--- config.mk ---
export PLATFORM = sky130hd
export DESIGN_NAME = alu_datapath
export DESIGN_NICKNAME = d
export VERILOG_FILES = /design/src/rtl/alu_pkg.sv /design/src/rtl/alu_adder.sv /design/src/rtl/alu_datapath.sv
export SDC_FILE = /design/constraint.sdc
export NUM_CORES = 1
export LEC_CHECK = 0
export BUFFER_PORTS_ARGS = -buffer_cell sky130_fd_sc_hd__buf_4
export CORE_MARGIN = 2
export CORE_UTILIZATION = 35
export CTS_CLUSTER_SIZE = 16
export DETAILED_ROUTE_END_ITERATION = 8
export PLACE_DENSITY = 0.54
export REMOVE_ABC_BUFFERS = 1
export SYNTH_ARGS = -nofsm -noshare
export SYNTH_HDL_FRONTEND = slang
export SYNTH_SLANG_ARGS = --single-unit
--- constraint.sdc ---
create_clock -name clk -period 1.78 [get_ports clk]
set_input_delay 0.534 -clock clk [delete_from_list [all_inputs] [get_ports clk]]
set_output_delay 0.534 -clock clk [all_outputs]
set_load 0.02 [all_outputs]
--- src/rtl/alu_pkg.sv ---
// Shared definitions for the shift/add ALU datapath: widths, control-word bit
// indices, the operation enum and the operand-writer conflict check.
package alu_pkg;

  localparam int WIDTH = 8;
  localparam int NCTRL = 11;

  localparam int C_LOAD_A  = 0;
  localparam int C_LOAD_M  = 1;
  localparam int C_ADD     = 2;
  localparam int C_SUB     = 3;
  localparam int C_SHL     = 4;
  localparam int C_INC_CNT = 5;
  localparam int C_QBIT    = 6;
  localparam int C_OUT     = 7;
  localparam int C_CLEAR   = 8;
  localparam int C_ASR     = 9;
  localparam int C_FLAGS   = 10;

  typedef enum logic [1:0] {
    ADD = 2'd0,
    SUB = 2'd1,
    MUL = 2'd2,
    DIV = 2'd3
  } alu_op_e;

  // Bits that write A, Q or Qm1; two of them in one cycle is a sequencing bug.
  localparam logic [NCTRL-1:0] WRITER_MASK = 11'b011_0101_1101;

  function automatic logic multi_writer(input logic [NCTRL-1:0] cw);
    logic [NCTRL-1:0] w;
    w = cw & WRITER_MASK;
    return (w & (w - 11'd1)) != '0;
  endfunction

endpackage

--- src/rtl/alu_adder.sv ---
// Combinational add/subtract of two operands with carry-out and signed
// overflow; subtraction is a + ~b + 1.
module alu_adder #(
  parameter int WIDTH = 8
) (
  input  logic [WIDTH-1:0] i_a,
  input  logic [WIDTH-1:0] i_b,
  input  logic             i_sub,
  output logic [WIDTH-1:0] o_sum,
  output logic             o_carry,
  output logic             o_overflow
);

  logic [WIDTH-1:0] w_b;
  logic [WIDTH:0]   w_full;

  assign w_b    = i_sub ? ~i_b : i_b;
  assign w_full = {1'b0, i_a} + {1'b0, w_b} + {{WIDTH{1'b0}}, i_sub};

  assign o_sum      = w_full[WIDTH-1:0];
  assign o_carry    = w_full[WIDTH];
  // Overflow: both addends share a sign that the result does not.
  assign o_overflow = (i_a[WIDTH-1] == w_b[WIDTH-1]) &&
                      (w_full[WIDTH-1] != i_a[WIDTH-1]);

endmodule

--- src/rtl/alu_datapath.sv ---
// Register datapath for shift/add multiply and restoring-style divide, driven
// one micro-operation bit per control-word bit by an external control unit.
module alu_datapath
  import alu_pkg::*;
#(
  parameter int WIDTH = alu_pkg::WIDTH
) (
  input  logic               clk,
  input  logic               rst,
  input  logic [NCTRL-1:0]   c,
  input  logic [WIDTH-1:0]   data_in,
  output logic [2*WIDTH-1:0] data_out,
  output logic               out_valid,
  output logic               q_minus_one,
  output logic               q_zero,
  output logic               a_seven,
  output logic               cnt_7,
  output logic               carry,
  output logic               overflow,
  output logic               conflict_err
);

  logic [WIDTH-1:0]   r_a;
  logic [WIDTH-1:0]   r_q;
  logic [WIDTH-1:0]   r_m;
  logic               r_qm1;
  logic [2:0]         r_count;
  logic [2*WIDTH-1:0] r_data_out;
  logic               r_out_valid;
  logic               r_carry;
  logic               r_overflow;
  logic               r_conflict;

  logic [WIDTH-1:0]   w_sum;
  logic               w_cout;
  logic               w_ovf;
  logic               w_conflict;

  assign w_conflict = multi_writer(c);

  alu_adder #(.WIDTH(WIDTH)) u_adder (
    .i_a       (r_a),
    .i_b       (r_m),
    .i_sub     (c[C_SUB]),
    .o_sum     (w_sum),
    .o_carry   (w_cout),
    .o_overflow(w_ovf)
  );

  always_ff @(posedge clk or negedge rst) begin
    if (!rst) begin
      r_a         <= '0;
      r_q         <= '0;
      r_m         <= '0;
      r_qm1       <= 1'b0;
      r_count     <= '0;
      r_data_out  <= '0;
      r_out_valid <= 1'b0;
      r_carry     <= 1'b0;
      r_overflow  <= 1'b0;
      r_conflict  <= 1'b0;
    end else begin
      r_out_valid <= c[C_OUT];
      if (c[C_OUT]) r_data_out <= {r_a, r_q};
      if (c[C_LOAD_M]) r_m <= data_in;

      if (c[C_FLAGS]) begin
        r_carry    <= w_cout;
        r_overflow <= w_ovf;
      end

      // A suppressed clear must not zero COUNT either; an increment still applies.
      if (c[C_CLEAR] && !w_conflict) r_count <= '0;
      else if (c[C_INC_CNT])         r_count <= r_count + 3'd1;

      if (w_conflict) begin
        r_conflict <= 1'b1;
      end else if (c[C_LOAD_A]) begin
        r_a <= data_in;
      end else if (c[C_ADD] || c[C_SUB]) begin
        r_a <= w_sum;
      end else if (c[C_SHL]) begin
        {r_a, r_q} <= {r_a[WIDTH-2:0], r_q, 1'b0};
      end else if (c[C_QBIT]) begin
        r_q[0] <= ~r_a[WIDTH-1];
      end else if (c[C_CLEAR]) begin
        r_q   <= r_a;
        r_a   <= '0;
        r_qm1 <= 1'b0;
      end else if (c[C_ASR]) begin
        {r_a, r_q, r_qm1} <= {r_a[WIDTH-1], r_a, r_q};
      end
    end
  end

  assign data_out     = r_data_out;
  assign out_valid    = r_out_valid;
  assign q_minus_one  = r_qm1;
  assign q_zero       = r_q[0];
  assign a_seven      = r_a[WIDTH-1];
  assign cnt_7        = (r_count == 3'd7);
  assign carry        = r_carry;
  assign overflow     = r_overflow;
  assign conflict_err = r_conflict;

endmodule

# After elaboration in Yosys (flattened, before gate mapping)

Cells that the tools add are included.

Register bits after elaboration: 48
Bits of input ports: 21
Output and inout port bits: 24
Logic and storage cells: 61

Add/sub/neg operators: 4
Equal/unequal tests: 5
Multiplexer cells: 16
Bitwise logic cells: 8
Reductions and logical operators: 16

Operators by type and width:

| operator                                            | count |
|---|---|
| two-way mux 8 bit                                   | 9 |
| two-way mux 7 bit                                   | 2 |
| bitwise AND 10 x 11 -> 11 bit                       | 1 |
| nonzero test 11 bit                                 | 1 |
| subtractor 10 x 1 -> 11 bit (second input constant) | 1 |
| adder 8 x 8 -> 9 bit                                | 1 |
| adder 9 x 1 -> 9 bit                                | 1 |
| NOT 8 bit                                           | 1 |
| nonzero test 4 bit                                  | 2 |
| two-way mux 3 bit                                   | 2 |
| NOT 1 bit                                           | 6 |
| AND reduction 3 bit                                 | 2 |
| AND reduction 6 bit                                 | 1 |
| AND reduction 5 bit                                 | 1 |
| nonzero test 5 bit                                  | 1 |
| != test 4 x 3 -> 1 bit (second input constant)      | 1 |
| AND reduction 4 bit                                 | 1 |
| nonzero test 2 bit                                  | 2 |
| adder 3 x 1 -> 3 bit (second input constant)        | 1 |
| equality test 3 bit (second input constant)         | 1 |
| two-way mux 1 bit                                   | 3 |
| nonzero test 3 bit                                  | 1 |
| logical AND 1 bit                                   | 2 |
| != test 2 bit (second input constant)               | 1 |
| other kinds (4)                                     | 4 |

# Logic depth before layout (Yosys ltp)

Gate-level depths: netlist of run 1.

Word-level depth: 6
Depth in mapped cells: 9
Depth with buffers taken out: 8

# By module

From an unflattened synthesis of run 1, not the netlist that was laid out.

Cells, all modules: 277
Area total of the unflattened synthesis: 2922.8 sq um

Modules (own cells, without submodules):

| module       | times used | cells an instance | area an instance (sq um) | sequential area each (sq um) |
|---|---|---|---|---|
| alu_datapath | 1          | 217               | 2452.4                   | 1201.2 |
| alu_adder    | 1          | 60                | 470.5                    | 0.0 |

# Worst setup path after synthesis of run 1

No wires, ideal clock.

Kind: in2reg
From: input c[3]
To: register r_a[7]
Arrival time: 2.217 ns
Data required time: 1.693 ns
Slack: -0.523 ns
Cell stages on the path: 9
Cells stage by stage: buf_2 > xor2_1 > ha_1 > clkbuf_1 > o21ai_0 > or4_1 > o211ai_1 > a311oi_1 > o211ai_1

Cells in the longest elaborated chain, start to end: 5

Ends and longest elaborated chain:

| element                                                               | line                           | RTL |
|---|---|---|
| start: declaration                                                    | alu_datapath.sv:10             | `input logic [NCTRL-1:0] c,` |
| two-way mux 8 bit or subtractor 10 x 1 -> 11 bit (tied branches)      | alu_adder.sv:17, alu_pkg.sv:33 |  |
| adder 8 x 8 -> 9 bit or bitwise AND 10 x 11 -> 11 bit (tied branches) | alu_adder.sv:18, alu_pkg.sv:33 |  |
| adder 9 x 1 -> 9 bit or nonzero test 11 bit (tied branches)           | alu_adder.sv:18, alu_pkg.sv:33 |  |
| two-way mux 8 bit or NOT 1 bit (tied branches)                        | n/a                            |  |
| two-way mux 8 bit or AND reduction 3 bit (tied branches)              | n/a                            |  |
| end signal: assignment                                                | alu_datapath.sv:79             | `r_a <= data_in;` |
| end signal: assignment                                                | alu_datapath.sv:81             | `r_a <= w_sum;` |
| end signal: assignment                                                | alu_datapath.sv:83             | `{r_a, r_q} <= {r_a[WIDTH-2:0], r_q, 1'b0};` |
| end: declaration                                                      | alu_datapath.sv:23             | `logic [WIDTH-1:0] r_a;` |

Parallel ways exist; a longest one is shown, timed or not.
A chain may end at the register's enable or synchronous reset.

# Final worst setup path of run 1

From: register r_m[4]
To: register r_a[7]

Cells in the longest elaborated chain, start to end: 6

Ends and longest elaborated chain:

| element                  | line               | RTL |
|---|---|---|
| start: declaration       | alu_datapath.sv:25 | `logic [WIDTH-1:0] r_m;` |
| start signal: assignment | alu_datapath.sv:65 | `if (c[C_LOAD_M]) r_m <= data_in;` |
| NOT 8 bit                | alu_adder.sv:17    | `assign w_b = i_sub ? ~i_b : i_b;` |
| two-way mux 8 bit (*)    | alu_adder.sv:17    |  |
| adder 8 x 8 -> 9 bit (*) | alu_adder.sv:18    | `assign w_full = {1'b0, i_a} + {1'b0, w_b} + {{WIDTH{1'b0}}, i_sub};` |
| adder 9 x 1 -> 9 bit (*) | alu_adder.sv:18    |  |
| two-way mux 8 bit (*)    | alu_datapath.sv:80 | `end else if (c[C_ADD] \|\| c[C_SUB]) begin` |
| two-way mux 8 bit (*)    | alu_datapath.sv:78 | `end else if (c[C_LOAD_A]) begin` |

Every way passes the cells marked *; elsewhere a longest branch is shown, timed or not.

==> run_results.csv, run 1 <==
group,metric,value,unit
global_routing,grt_pass1_vias,2640,
yosys,ys.flop_type,"dfrtp_1",
global_routing,grt_pass1_wl,13300,microns
global_routing,grt-busiest-layer,"met2",
cts,cts_made_buffers,5,
drt,vias,2666,
yosys,synth_area,2970,sq um
worst_setup_path,critPathLaunchType,"flop",
drt,routedWlPerCell,16.2,microns
run_status,outcome,"complete, but fails checks",
global_routing,gr-usage-met3,3.05,%
placement,hpwl,5680,microns
timing,worst_slack,-0.152,ns
worst_setup_path,worstPathRequired,2.01,ns
worst_setup_path,cp_slowest_cell,"dfrtp_1",
timing,finalMaxSlewViolations,0,
run_status,violations,"negative setup slack",
die,pin_count,45,
yosys,yosysWarnings,0,
power_and_ir_drop,power_density,1250,nW/um^2
cts,clkLatencyLatePin,0.31,ns
cells_and_area,syn_to_final_growth,40.9,%
timing,hold_violations,0,
cells_and_area,diodes,0,
yosys,synth-seq-cells,48,
yosys,synth_edf_count,0,
drt,wl,8100,microns
timing,setup_viol,10,
cells_and_area,fill_cells,752,
global_routing,grt_use_total,18.9,%
yosys,synthAdderAreaFrac,4.47,%
worst_setup_path,crit_family,"simple AND/OR/NAND/NOR gates",
yosys,synth_compound_area_share,18.4,%
worst_setup_path,cp_cell_sequence,"xor2_1, ha_1, buf_6, nand4_1, or3_1, mux2i_1, a311oi_1, o211ai_1",
worst_setup_path,worstReg2RegEnd,"r_a[7]",
yosys,async_flop_share,100,%
yosys,synth.avg_cell_area,9.74,sq um
global_routing,grt-ovfl-total,0,
global_routing,grt_max_degree,29,
cts,cts_tree,"done",
die,die_h,96.1,microns
cells_and_area,layout-drive-gt1-share,45.2,%
run,drv_cap,0,
die,num_rows,33,
yosys,synth-xor-area-share,4.42,%
timing,period_minus_slack,1.93,ns
worst_setup_path,max_stage_delay,0.40,ns
timing,fin_worst_skew,0.00690,ns
drt,drt-initial-drc-count,155,
power_and_ir_drop,peakVddDrop,570,uV
cells_and_area,fin_nets,427,
worst_setup_path,worst-path-max-fanout,3,
global_routing,grt.met2_usage,30.2,%
die,initial_core_util,36.2,%
yosys,synth_cells,305,
die,coreArea,8220,sq um
placement,port_buffers,44,
cts,clk_path_buf_depth,2,
drt,drcViolationCount,0,
worst_setup_path,critPathKind,"flop to flop",
die,dieArea,9240,sq um
yosys,synth_mux_area_share,14.9,%
worst_setup_path,end_kind,"flop",
timing,relSlewSlack,69.0,%
timing,tightest_slew,0.465,ns
cts,clk_pin_slew_worst_paths,0.09,ns
drt,vias_per_cell,5.32,
cts,htreeDepth,2,
die,fp.dieW,96.1,microns
global_routing,grt_use_met1,26.5,%
global_routing,antenna_found_initial,0,
cts,clock-sinks,48,
worst_setup_path,r2r_start,"r_m[4]",
power_and_ir_drop,cellLeakagePower,1.89,nW
drt,drtPass1Iterations,4,
timing,setup_tns,-0.927,ns
timing,period_share,109,%
worst_setup_path,critPathBufInv,1,
drt,ant_nets,0,
yosys,synth-seq-area-share,40.4,%
min_path,hp-class,"input port to async pin",
timing,fmax,0.518,GHz
yosys,synth_top_family_by_area,"compound AO/OA/AOI/OAI gates",
worst_setup_path,rrSetupSlack,-0.15,ns
cts,clock-root-buffer,"clkbuf_8",
worst_setup_path,arrival,2.16,ns
yosys,yosys.area_share.simple,12.6,%
cells_and_area,post-route-util,51.0,%
placement,gp_congestion,0.859,
worst_setup_path,reg2regPathDepth,8,
cts,postCtsHoldBufs,0,
timing,rsz0062_at_grt,"yes",
yosys,synth_cell_types,52,
## state kept, by name, indices dropped and copies added (netlist names)
| register | flops |
|---|---|
| overflow | 1 |
| out_valid | 1 |
| r_q | 8 |
| q_minus_one | 1 |
| data_out | 16 |
| carry | 1 |
| conflict_err | 1 |
| r_a | 8 |
| r_m | 8 |
| r_count | 3 |
## layout by cell type, fill, tap and decap left out, types with 4 or more instances in the layout
| cell | n |
|---|---|
| a211oi_2 | 7 |
| a21oi_1 | 17 |
| a221oi_1 | 4 |
| buf_4 | 95 |
| buf_6 | 6 |
| clkbuf_8 | 5 |
| dfrtp_1 | 48 |
| ha_1 | 6 |
| inv_1 | 8 |
| mux2_2 | 26 |
| mux2i_1 | 15 |
| nand2_1 | 18 |
| nor2_1 | 25 |
| nor3_1 | 4 |
| o21a_1 | 4 |
| o21ai_0 | 13 |
| o21ai_1 | 6 |
| or3_1 | 4 |
| xor2_1 | 9 |
## area by class of cell
cell class,instances,area [sq um],share of cell area (%)
clock buffers,5,68.8,1.64
clock inverters,2,60.1,1.43
inverters,9,33.8,0.807
multi-input cells,225,1810,43.1
flip-flops and latches,48,1200,28.7
well taps,105,131,3.14
repair buffers,107,886,21.2
## stage by stage
stage | area [sq um] | worst slack, ns | power [W] | cells | hold WS, ns
after floorplan | 2860 | -0.296 | 0.00292 | 281 | 0.238
after global placement | 3740 | -0.592 | 0.00391 | 484 | 0.454
after detailed placement | 3740 | -0.598 | 0.00395 | 484 | 0.464
after CTS | 4060 | -0.214 | 0.00508 | 499 | 0.126
after global routing | 4190 | -0.267 | 0.00559 | 501 | 0.128
final | 4190 | -0.152 | 0.00523 | 501 | 0.124
## logic make-up after synthesis
logic type               count (synthesis)
XOR/XNOR                                15
AND/OR/NAND/NOR                         77
multiplexers                            41
adder cells (fa/ha/maj)                 10
flip-flops                              48
AO/OA/AOI/OAI                           81
buffers and inverters                   33
## worst max path at each step
stage	start	endpoint	slack [ns]	cells after the start
floorplan	c[6]	r_a[4]	-0.30	4
global placement	c[3]	overflow	-0.59	8
detailed placement	c[3]	overflow	-0.60	8
CTS	r_m[1]	r_a[4]	-0.21	8
global route	r_m[4]	r_a[7]	-0.27	8
finish	r_m[4]	r_a[7]	-0.15	8
## power breakdown
part	leakage, nW	switching [W]	internal [W]
Sequential	0.585	0.000216	0.00139
Combinational	1.24	0.00134	0.00136
Clock	0.0642	0.000380	0.000553
Total	1.89	0.00193	0.00330
## timing repair
item	in CTS	in global routing
buffers inserted	7	2
setup endpoints to repair	18	21
gates cloned	1	0
pin swaps	16	18
resized for setup	35	24
## worst reg2reg max path, delay by kind of cell (launching register included)
family | cells | cell delay [ns]
compound gates | 2 | 0.22
xor+xnor | 1 | 0.15
fa+ha+maj | 1 | 0.33
buf+inv | 1 | 0.13
flops | 1 | 0.40
mux | 1 | 0.14
simple gates | 2 | 0.49
## Yosys cell counts (4+ instances only)
cell	count	area, sq um
a211oi_1	9	67.6
clkbuf_1	16	60.1
dfrtp_1	48	1200
ha_1	9	113
a221oi_1	5	43.8
xor2_1	12	105
mux2i_1	15	150
mux2_2	26	293
or3_1	5	31.3
nand2_1	21	78.8
nor3_1	6	30.0
a21oi_1	17	85.1
o21ai_0	21	105
nor2_1	25	93.8
inv_1	9	33.8
buf_2	4	20.0
o21a_1	4	30.0
## metal layers
layer	up-vias	part of all wire [%]
met2	64	47
li1	1290	-
met3	5	5.0
met1	1307	47
met4	0	0.95
met5	-	0
Power figures use the tool's default switching activity.
==> run 2: changes to the inputs <==
REMOVE_ABC_BUFFERS = default   (was 1)
==> run 2 against run 1 <==
  * The run still ends with negative setup slack left
  * Via count down 0.79%
  * Routed wire length down 0.83%
  * Critical endpoint is now overflow
  * Non-clock buffer count up 2
  * Clock-buffer cell count up 1
  * Cell count up 0.80%
  * Cell area up 0.45%
  * Worst setup slack better by 0.00093 ns
  * Flip-flop and latch count unchanged
  * Combinational power up 2%
  * Die area unchanged
  * Hold slack worse by 0.035 ns
==> run_results.csv, run 2 (synthesis results as in run 1) <==
group,metric,value,unit
run_status,outcome,"complete, but fails checks",
run_status,violations,"negative setup slack",
timing,fin_worst_skew,0.00560,ns
power_and_ir_drop,swShare,37.4,%
worst_setup_path,arrival,2.14,ns
die,die_h,96.1,microns
worst_setup_path,max_stage_delay,0.41,ns
timing,finalMaxSlewViolations,0,
placement,gp_congestion,0.865,
global_routing,grt_pass1_wl,12600,microns
drt,vias_per_cell,5.24,
power_and_ir_drop,intPower,0.00326,W
die,coreArea,8220,sq um
cells_and_area,post-route-util,51.2,%
global_routing,grt_max_degree,35,
worst_setup_path,r2r_start,"r_m[4]",
timing,worst_slack,-0.151,ns
cts,clk_path_buf_depth,2,
timing,rsz0062_at_grt,"yes",
power_and_ir_drop,power_frac_seq,30.9,%
worst_setup_path,worstReg2RegEnd,"overflow",
global_routing,grt_pass1_vias,2614,
worst_setup_path,crit_family,"compound AO/OA/AOI/OAI gates",
worst_setup_path,worst-path-max-fanout,4,
global_routing,grt_use_total,17.6,%
die,fp.dieW,96.1,microns
cells_and_area,fin_nets,430,
drt,drtPass1Iterations,4,
die,initial_core_util,36.2,%
power_and_ir_drop,power.total,0.00520,W
cells_and_area,syn_to_final_growth,41.6,%
cts,htreeDepth,2,
cells_and_area,fill_cells,759,
worst_setup_path,critPathBufInv,0,
cts,cts_tree,"done",
cts,clk_pin_slew_worst_paths,0.10,ns
power_and_ir_drop,p_clk_share,16.3,%
power_and_ir_drop,cellLeakagePower,1.88,nW
cells_and_area,largest_register_ffs,16,
global_routing,antenna_found_initial,0,
timing,tightest_slew,0.503,ns
drt,routedWlPerCell,15.9,microns
die,dieArea,9240,sq um
timing,period_minus_slack,1.93,ns
timing,setup_viol,9,
drt,ant_nets,0,
cts,clkLatencyLatePin,0.30,ns
power_and_ir_drop,peakVddDrop,484,uV
power_and_ir_drop,power_density,1240,nW/um^2
cts,clock-root-buffer,"clkbuf_8",
placement,port_buffers,44,
cells_and_area,diodes,0,
worst_setup_path,rrSetupSlack,-0.15,ns
worst_setup_path,cp_slowest_cell,"dfrtp_1",
worst_setup_path,cp_cell_sequence,"xor2_1, ha_1, a211oi_2, nor2_1, a211oi_2, xor2_1, o31ai_1",
cts,clock-sinks,48,
timing,relSlewSlack,66.4,%
min_path,hp-class,"input port to async pin",
worst_setup_path,critPathKind,"flop to flop",
worst_setup_path,reg2regPathDepth,7,
die,pin_count,45,
drt,wl,8040,microns
drt,drt-initial-drc-count,128,
timing,hold_violations,0,
timing,period_share,108,%
power_and_ir_drop,switchingPower,0.00194,W
cts,postCtsHoldBufs,0,
yosys,synthesis.nets,336,
power_and_ir_drop,combPwrFrac,52.8,%
worst_setup_path,worstPathRequired,1.99,ns
drt,drcViolationCount,0,
cells_and_area,layout_common_cells,"buf_4 (102), dfrtp_1 (47), mux2_2 (26)",
drt,vias,2645,
global_routing,grt-ovfl-total,0,
worst_setup_path,end_kind,"flop",
worst_setup_path,critPathLaunchType,"flop",
placement,hpwl,5730,microns
run,drv_cap,0,
timing,fmax,0.518,GHz
cells_and_area,layout-drive-gt1-share,47.8,%
cts,cts_made_buffers,5,
cells_and_area,final_common_cell,"buf_4",
die,num_rows,33,
run 2: worst max-delay path by stage:
stage	start	cells past startpoint	endpoint	slack [ns]
4_1_cts	r_m[4]	7	r_a[7]	-0.13
5_1_grt	r_m[4]	7	r_a[7]	-0.27
3_5_place_dp	c[6]	7	r_a[3]	-0.50
6_report	r_m[4]	7	overflow	-0.15
2_1_floorplan	c[8]	7	r_a[1]	-0.35
3_3_place_gp	c[6]	7	r_a[3]	-0.49
run 2: stage by stage:
step	hold slack [ns]	instances	instance area (sq um)	TNS [ns]	setup WS [ns]
after floorplan	0.238	305	3050	-3.22	-0.348
final	0.0887	505	4210	-1.00	-0.151
after global routing	0.0844	505	4210	-1.62	-0.273
after global placement	0.424	489	3820	-8.57	-0.488
after detailed placement	0.424	489	3820	-8.87	-0.503
after CTS	0.0885	502	4060	-0.701	-0.133
run 2: routing by layer:
layer | up-vias | track usage [%] | part of all wire (%)
met5 | - | 0 | 0
met1 | 1290 | 23.0 | 45
li1 | 1299 | - | -
met3 | 6 | 3.52 | 4.2
met4 | 0 | 3.81 | 0.86
met2 | 50 | 30.1 | 50
run 2: layout make-up:
class | instances | area, sq um | area share, %
clock buffer | 6 | 82.6 | 1.96
clock inverter | 2 | 38.8 | 0.922
inverter | 9 | 33.8 | 0.803
multi-input combinational | 226 | 1860 | 44.2
sequential | 48 | 1200 | 28.6
tap | 105 | 131 | 3.12
timing repair buffer | 109 | 857 | 20.4
run 2: what timing repair did:
item,in CTS,in global routing
setup endpoints to repair,21,16
gates resized for setup,22,30
hold endpoints to repair,0,0
pin swaps,17,18
setup buffers,3,3
cloned,2,0
run 2: power groups by stage:
stage | Combinational [W] | Sequential (W) | Clock [W]
after floorplan | 0.00130 | 0.00178 | 0
after global placement | 0.00238 | 0.00162 | 0
after detailed placement | 0.00243 | 0.00163 | 0
after CTS | 0.00257 | 0.00162 | 0.000880
after global routing | 0.00300 | 0.00165 | 0.000924
final | 0.00275 | 0.00161 | 0.000846
